<file path="src/rtl/uartlite_axi_responder.sv">
// AXI4-Lite slave exposing the UART-lite register map, with byte-stream ports in
// place of serial pins. It holds an RX FIFO, a TX FIFO and separate read and write FSMs.
module uartlite_axi_responder #(
  parameter int FIFO_DEPTH = 16,
  parameter int ADDR_W     = 4
) (
  input  logic              s_axi_aclk,
  input  logic              rst,
  input  logic [ADDR_W-1:0] s_axi_awaddr,
  input  logic              s_axi_awvalid,
  output logic              s_axi_awready,
  input  logic [31:0]       s_axi_wdata,
  input  logic [3:0]        s_axi_wstrb,
  input  logic              s_axi_wvalid,
  output logic              s_axi_wready,
  output logic [1:0]        s_axi_bresp,
  output logic              s_axi_bvalid,
  input  logic              s_axi_bready,
  input  logic [ADDR_W-1:0] s_axi_araddr,
  input  logic              s_axi_arvalid,
  output logic              s_axi_arready,
  output logic [31:0]       s_axi_rdata,
  output logic [1:0]        s_axi_rresp,
  output logic              s_axi_rvalid,
  input  logic              s_axi_rready,
  input  logic [7:0]        rx_byte_data,
  input  logic              rx_byte_valid,
  output logic [7:0]        tx_byte_data,
  output logic              tx_byte_valid,
  input  logic              tx_byte_ready,
  output logic              interrupt
);
  localparam int IW = $clog2(FIFO_DEPTH);
  localparam int PW = IW + 1;

  typedef enum logic [1:0] {W_IDLE, W_ACK, W_RESP} w_state_e;
  typedef enum logic [1:0] {R_IDLE, R_ACK, R_DATA} r_state_e;

  w_state_e w_state_q, w_state_d;
  r_state_e r_state_q, r_state_d;
  logic        awready_q, awready_d;
  logic        bvalid_q, bvalid_d;
  logic        arready_q, arready_d;
  logic        rvalid_q, rvalid_d;
  logic [31:0] rdata_q, rdata_d;
  logic [PW-1:0] rx_wptr_q, rx_wptr_d, rx_rptr_q, rx_rptr_d;
  logic [PW-1:0] tx_wptr_q, tx_wptr_d, tx_rptr_q, tx_rptr_d;
  logic        intr_en_q, intr_en_d;
  logic        overrun_q, overrun_d;
  logic        interrupt_q, interrupt_d;
  logic        rx_ne_prev_q, rx_ne_prev_d;
  logic        tx_empty_prev_q, tx_empty_prev_d;
  logic [7:0]  rx_mem_q [FIFO_DEPTH];
  logic [7:0]  tx_mem_q [FIFO_DEPTH];

  logic        rx_empty, rx_full, tx_empty, tx_full;
  logic        wr_en, rd_en, stat_rd;
  logic [1:0]  wr_sel, rd_sel;
  logic        rx_clear, tx_clear, rx_pop, rx_push, tx_pop, tx_push, overrun_set;
  logic [7:0]  rx_head;
  logic [31:0] rd_val;
  logic        unused_inputs;

  assign rx_empty = (rx_wptr_q == rx_rptr_q);
  assign rx_full  = (rx_wptr_q[IW] != rx_rptr_q[IW]) && (rx_wptr_q[IW-1:0] == rx_rptr_q[IW-1:0]);
  assign tx_empty = (tx_wptr_q == tx_rptr_q);
  assign tx_full  = (tx_wptr_q[IW] != tx_rptr_q[IW]) && (tx_wptr_q[IW-1:0] == tx_rptr_q[IW-1:0]);
  assign rx_head  = rx_mem_q[rx_rptr_q[IW-1:0]];

  // Register side effects fire in the ACK states, while the master still holds addr/data.
  assign wr_en   = (w_state_q == W_ACK) && s_axi_wstrb[0];
  assign wr_sel  = s_axi_awaddr[3:2];
  assign rd_en   = (r_state_q == R_ACK);
  assign rd_sel  = s_axi_araddr[3:2];
  assign stat_rd = rd_en && (rd_sel == 2'd2);

  assign tx_clear    = wr_en && (wr_sel == 2'd3) && s_axi_wdata[0];
  assign rx_clear    = wr_en && (wr_sel == 2'd3) && s_axi_wdata[1];
  assign rx_pop      = rd_en && (rd_sel == 2'd0) && !rx_empty;
  assign rx_push     = rx_byte_valid && (!rx_full || rx_pop) && !rx_clear;
  assign overrun_set = rx_byte_valid && rx_full && !rx_pop && !rx_clear;
  assign tx_pop      = !tx_empty && tx_byte_ready;
  assign tx_push     = wr_en && (wr_sel == 2'd1) && (!tx_full || tx_pop) && !tx_clear;

  always_comb begin
    rd_val = 32'd0;
    case (rd_sel)
      2'd0:    rd_val = rx_empty ? 32'd0 : {24'd0, rx_head};
      2'd2:    rd_val = {26'd0, overrun_q, intr_en_q, tx_full, tx_empty, rx_full, !rx_empty};
      default: rd_val = 32'd0;
    endcase
  end

  // Handshakes: a beat transfers on the rising edge where valid and ready are both high;
  // the slave raises awready/wready together only once both AW and W are presented.
  always_comb begin
    w_state_d = w_state_q;
    awready_d = 1'b0;
    bvalid_d  = bvalid_q;
    case (w_state_q)
      W_IDLE: if (s_axi_awvalid && s_axi_wvalid) begin
        w_state_d = W_ACK;
        awready_d = 1'b1;
      end
      W_ACK: begin
        w_state_d = W_RESP;
        bvalid_d  = 1'b1;
      end
      W_RESP: if (s_axi_bready) begin
        w_state_d = W_IDLE;
        bvalid_d  = 1'b0;
      end
      default: w_state_d = W_IDLE;
    endcase

    r_state_d = r_state_q;
    arready_d = 1'b0;
    rvalid_d  = rvalid_q;
    rdata_d   = rdata_q;
    case (r_state_q)
      R_IDLE: if (s_axi_arvalid) begin
        r_state_d = R_ACK;
        arready_d = 1'b1;
      end
      R_ACK: begin
        r_state_d = R_DATA;
        rvalid_d  = 1'b1;
        rdata_d   = rd_val;
      end
      R_DATA: if (s_axi_rready) begin
        r_state_d = R_IDLE;
        rvalid_d  = 1'b0;
      end
      default: r_state_d = R_IDLE;
    endcase
  end

  always_comb begin
    rx_wptr_d = rx_wptr_q;
    rx_rptr_d = rx_rptr_q;
    if (rx_push) rx_wptr_d = rx_wptr_q + PW'(1);
    if (rx_pop)  rx_rptr_d = rx_rptr_q + PW'(1);
    if (rx_clear) begin
      rx_wptr_d = '0;
      rx_rptr_d = '0;
    end

    tx_wptr_d = tx_wptr_q;
    tx_rptr_d = tx_rptr_q;
    if (tx_push) tx_wptr_d = tx_wptr_q + PW'(1);
    if (tx_pop)  tx_rptr_d = tx_rptr_q + PW'(1);
    if (tx_clear) begin
      tx_wptr_d = '0;
      tx_rptr_d = '0;
    end

    intr_en_d = intr_en_q;
    if (wr_en && (wr_sel == 2'd3)) intr_en_d = s_axi_wdata[4];

    // A new overrun in the same cycle as a STAT read must not be lost.
    overrun_d = overrun_q;
    if (stat_rd)     overrun_d = 1'b0;
    if (overrun_set) overrun_d = 1'b1;

    rx_ne_prev_d    = !rx_empty;
    tx_empty_prev_d = tx_empty;
    interrupt_d     = intr_en_q && ((!rx_empty && !rx_ne_prev_q) || (tx_empty && !tx_empty_prev_q));
  end

  always_ff @(posedge s_axi_aclk) begin
    if (rst) begin
      w_state_q       <= W_IDLE;
      r_state_q       <= R_IDLE;
      awready_q       <= 1'b0;
      bvalid_q        <= 1'b0;
      arready_q       <= 1'b0;
      rvalid_q        <= 1'b0;
      rdata_q         <= 32'd0;
      rx_wptr_q       <= '0;
      rx_rptr_q       <= '0;
      tx_wptr_q       <= '0;
      tx_rptr_q       <= '0;
      intr_en_q       <= 1'b0;
      overrun_q       <= 1'b0;
      interrupt_q     <= 1'b0;
      rx_ne_prev_q    <= 1'b0;
      tx_empty_prev_q <= 1'b1;
    end else begin
      w_state_q       <= w_state_d;
      r_state_q       <= r_state_d;
      awready_q       <= awready_d;
      bvalid_q        <= bvalid_d;
      arready_q       <= arready_d;
      rvalid_q        <= rvalid_d;
      rdata_q         <= rdata_d;
      rx_wptr_q       <= rx_wptr_d;
      rx_rptr_q       <= rx_rptr_d;
      tx_wptr_q       <= tx_wptr_d;
      tx_rptr_q       <= tx_rptr_d;
      intr_en_q       <= intr_en_d;
      overrun_q       <= overrun_d;
      interrupt_q     <= interrupt_d;
      rx_ne_prev_q    <= rx_ne_prev_d;
      tx_empty_prev_q <= tx_empty_prev_d;
    end
  end

  always_ff @(posedge s_axi_aclk) begin
    if (rx_push) rx_mem_q[rx_wptr_q[IW-1:0]] <= rx_byte_data;
    if (tx_push) tx_mem_q[tx_wptr_q[IW-1:0]] <= s_axi_wdata[7:0];
  end

  assign s_axi_awready = awready_q;
  assign s_axi_wready  = awready_q;
  assign s_axi_bvalid  = bvalid_q;
  assign s_axi_bresp   = 2'b00;
  assign s_axi_arready = arready_q;
  assign s_axi_rvalid  = rvalid_q;
  assign s_axi_rdata   = rdata_q;
  assign s_axi_rresp   = 2'b00;
  assign tx_byte_data  = tx_mem_q[tx_rptr_q[IW-1:0]];
  assign tx_byte_valid = !tx_empty;
  assign interrupt     = interrupt_q;

  assign unused_inputs = ^{s_axi_wdata, s_axi_wstrb, s_axi_awaddr, s_axi_araddr};
endmodule

</file>
<file path="config.mk">
export PLATFORM = sky130hd
export DESIGN_NAME = uartlite_axi_responder
export DESIGN_NICKNAME = d
export VERILOG_FILES = /design/src/rtl/uartlite_axi_responder.sv
export SDC_FILE = /design/constraint.sdc
export NUM_CORES = 1
export LEC_CHECK = 0
export BUFFER_PORTS_ARGS = -buffer_cell sky130_fd_sc_hd__buf_2
export CAP_MARGIN = 15
export CELL_PAD_IN_SITES_DETAIL_PLACEMENT = 0
export CELL_PAD_IN_SITES_GLOBAL_PLACEMENT = 2
export CORE_ASPECT_RATIO = 1.5
export CORE_MARGIN = 2
export CORE_UTILIZATION = 50
export CTS_BUF_LIST = sky130_fd_sc_hd__clkbuf_2
export DETAILED_ROUTE_END_ITERATION = 10
export GPL_ROUTABILITY_DRIVEN = 0
export GPL_TIMING_DRIVEN = 0
export PLACE_DENSITY = 0.87
export SLEW_MARGIN = 20
export SYNTH_ARGS = -nofsm -noshare
export SYNTH_HDL_FRONTEND = slang
export SYNTH_SLANG_ARGS = --single-unit
</file>
<file path="constraint.sdc">
create_clock -name s_axi_aclk -period 6.6 [get_ports s_axi_aclk]
set_input_delay 0.99 -clock s_axi_aclk [delete_from_list [all_inputs] [get_ports s_axi_aclk]]
set_output_delay 0.99 -clock s_axi_aclk [all_outputs]
set_load 0.02 [all_outputs]
</file>
==> flow_metrics.py <==
metrics = {
    "timing": {
        "fin_ws_ns": 2.69,
        "setup-tns-final_ns": 0,
        "max_slew_margin_pct": 25.0,
        "finalClockSkew_ns": 0.0818,
        "final-setup-viol-count": 0,
        "maxClockFrequency_ghz": 0.256,
        "tightest_slew_ns": 1.12,
        "hold-worst-slack_ns": 0.424,
        "fin_crit_sh_pct": 59.2,
        "hold_viol": 0,
        "finalCriticalPeriod_ns": 3.91,
        "slew_violations": 0,
        "rsz0062_at_grt": "no",
    },
    "die": {
        "ios": 112,
        "dieArea_sq_mm": 0.0259,
        "die_h_um": 196,
        "placementRows": 70,
        "initial_utilization_pct": 50.6,
        "die_w_um": 132,
        "core_area_sq_mm": 0.0243,
    },
    "clock_network": {
        "cts_tree": "built",
        "cts.repair.resized": 0,
        "h-tree-depth": 3,
        "cts_buffer_depth": 3,
        "clock_latency_ns": 0.82,
        "clkTransAtPathRegs_ns": 0.10,
        "root_buffer": "clkbuf_2",
        "numCtsBuffers": 70,
        "postCtsSetupRepairBufs": 0,
        "holdBufCountCts": 0,
        "clock-sinks": 305,
    },
    "worst_setup_path": {
        "reg2reg_setup_slack_ns": 3.91,
        "required_ns": 5.61,
        "path_class": "reg -> out",
        "critPathArrivalTime_ns": 2.92,
        "crit_path_end_kind": "output pin",
        "cp_max_fo": 10,
        "cp-start-kind": "register",
        "r2r-start": "r_state_q[1]",
    },
    "power_and_ir_drop": {
        "power.static_leakage_nw": 4.85,
        "peakVddDrop_mv": 0.194,
        "p_per_area_mw_per_mm2": 250,
        "fin_total_pwr_mw": 3.44,
    },
    "final_layout": {
        "finalInstanceArea_sq_mm": 0.0138,
        "layout.nets": 894,
        "drive_gt1_share_pct": 31.4,
        "multi_input_area_sq_mm": 0.00332,
        "fin_cells": 1201,
        "seq_area_sq_mm": 0.00867,
        "syn_to_final_growth_pct": 11.7,
        "fin_util_pct": 56.5,
        "nFillCells": 1971,
    },
    "route": {
        "first_pass_iters": 4,
        "viasPerCell": 5.44,
        "first_iter_violations": 434,
        "wire_per_inst_um": 21.8,
        "vias": 6536,
        "ant_nets": 0,
        "drc": 0,
        "wl_um": 26100,
    },
    "synthesis": {
        "synthFlopType": "edfxtp_1",
        "async_flop_share_pct": 0,
        "postSynthAreaPerCell_sq_um": 18.3,
        "postSynthCellCount": 673,
        "yosysTopAreaCell": "edfxtp_1",
        "yosys_warnings": 0,
        "synth_edf_count": 256,
        "syn_area_sq_mm": 0.0123,
        "yosysTopAreaCellShare_pct": 62.4,
        "synth_cell_type_count": 58,
        "synthTopCellsByArea": "edfxtp_1 62%, mux4_2 10%, dfxtp_1 8.0%",
        "seq_area_frac_synth_pct": 70.3,
        "synth-seq-cells": 305,
        "synth.most_common_cell": "edfxtp_1",
        "synth_common_cells": "256 x edfxtp_1, 57 x mux4_2, 49 x dfxtp_1",
    },
    "global_route": {
        "track_usage_pct": 20.9,
        "grt_pass1_wl_um": 40000,
        "grt_max_degree": 19,
        "grt_overflow": 0,
        "antenna_found_initial": 1,
        "grt_pass1_vias": 6994,
    },
    "placement": {
        "dpl.cell_count": 1075,
        "dp_hpwl_um": 18200,
        "placed_area_sq_mm": 0.0131,
        "dpl_worst_slack_ns": 3.33,
        "port_buffers": 50,
    },
    "worst_hold_path": {
        "hp-class": "in -> reg",
        "hp-start": "s_axi_bready",
    },
    "run_status": {
        "status": "complete, no violations",
    },
    "job": {
        "maxCapViolations": 0,
    },
}
-- state kept, by name (all words and copies together) (netlist names), 2 cells and up, named ones only --
signal,flops
s_axi_rdata,8
rx_rptr_q,5
tx_rptr_q,5
w_state_q,2
tx_wptr_q,5
rx_wptr_q,5
tx_mem_q,128
r_state_q,2
rx_mem_q,128
-- cells by family after synthesis --
| logic type | Yosys count | synth area share (%) |
|---|---|---|
| flops | 305 | 70.3 |
| buf+inv | 72 | 3.59 |
| mux | 75 | 13.9 |
| fa+ha+maj | 10 | 1.02 |
| xor+xnor | 25 | 1.84 |
| compound gates | 61 | 3.86 |
| simple gates | 124 | 5.47 |
| other cells | 1 | 0.0304 |
-- final timing paths --
path,end,cells after the start
setup / recovery,tx_byte_data[3],5
hold / removal,s_axi_bvalid,2
setup reg to reg,rx_mem_q[11][5],4
hold reg to reg,s_axi_bvalid,2
-- worst max-delay path, stage by stage, from the launching register on --
cell,delay [ns]
dfxtp_1,0.31
buf_2,0.19
buf_2,0.37
mux4_2,0.62
mux4_2,0.48
buf_2,0.17
-- routing by layer --
layer  wire length, um  share of wire, %  vias up  track usage (%)
met5                 0                 0        -                0
met1              8880                34     3295             21.5
li1                  -                 -     2970                -
met4               771               3.0        0             8.76
met3              1460               5.6       48             4.73
met2             15000                57      223             40.4
-- power by group --
group | internal [mW] | switching [mW]
clock network | 0.482 | 0.704
registers | 2.10 | 0.00845
logic | 0.0508 | 0.0936
-- layout by cell type (no fill, tap or decap), types with 3 or more instances in the layout --
master / instances
and3_1: 28
a22oi_1: 15
xor2_1: 13
buf_4: 32
clkinv_1: 16
clkinv_2: 7
o21ai_0: 6
buf_2: 63
and2_1: 4
nand2b_1: 6
nor2b_1: 13
a21oi_1: 10
nand2_1: 15
nor4b_1: 3
dfxtp_1: 49
clkbuf_1: 8
edfxtp_1: 256
nor3_2: 3
ha_1: 10
mux4_2: 57
o211ai_1: 5
a21o_1: 4
mux2i_1: 3
nor2_1: 34
buf_1: 7
conb_1: 28
inv_1: 10
xnor2_1: 11
clkbuf_2: 97
nand3_1: 4
mux4_1: 15
-- cell type report --
class	instances	area share, %
flip-flops and latches	305	63.0
diodes	1	0.0182
plain buffers	62	2.95
multi-input cells	323	24.2
inverters	10	0.273
well taps	324	2.95
clock inverters	28	1.27
clock buffers	97	3.53
repair buffers	51	1.87
No activity file was read; power rests on OpenSTA's default activity.
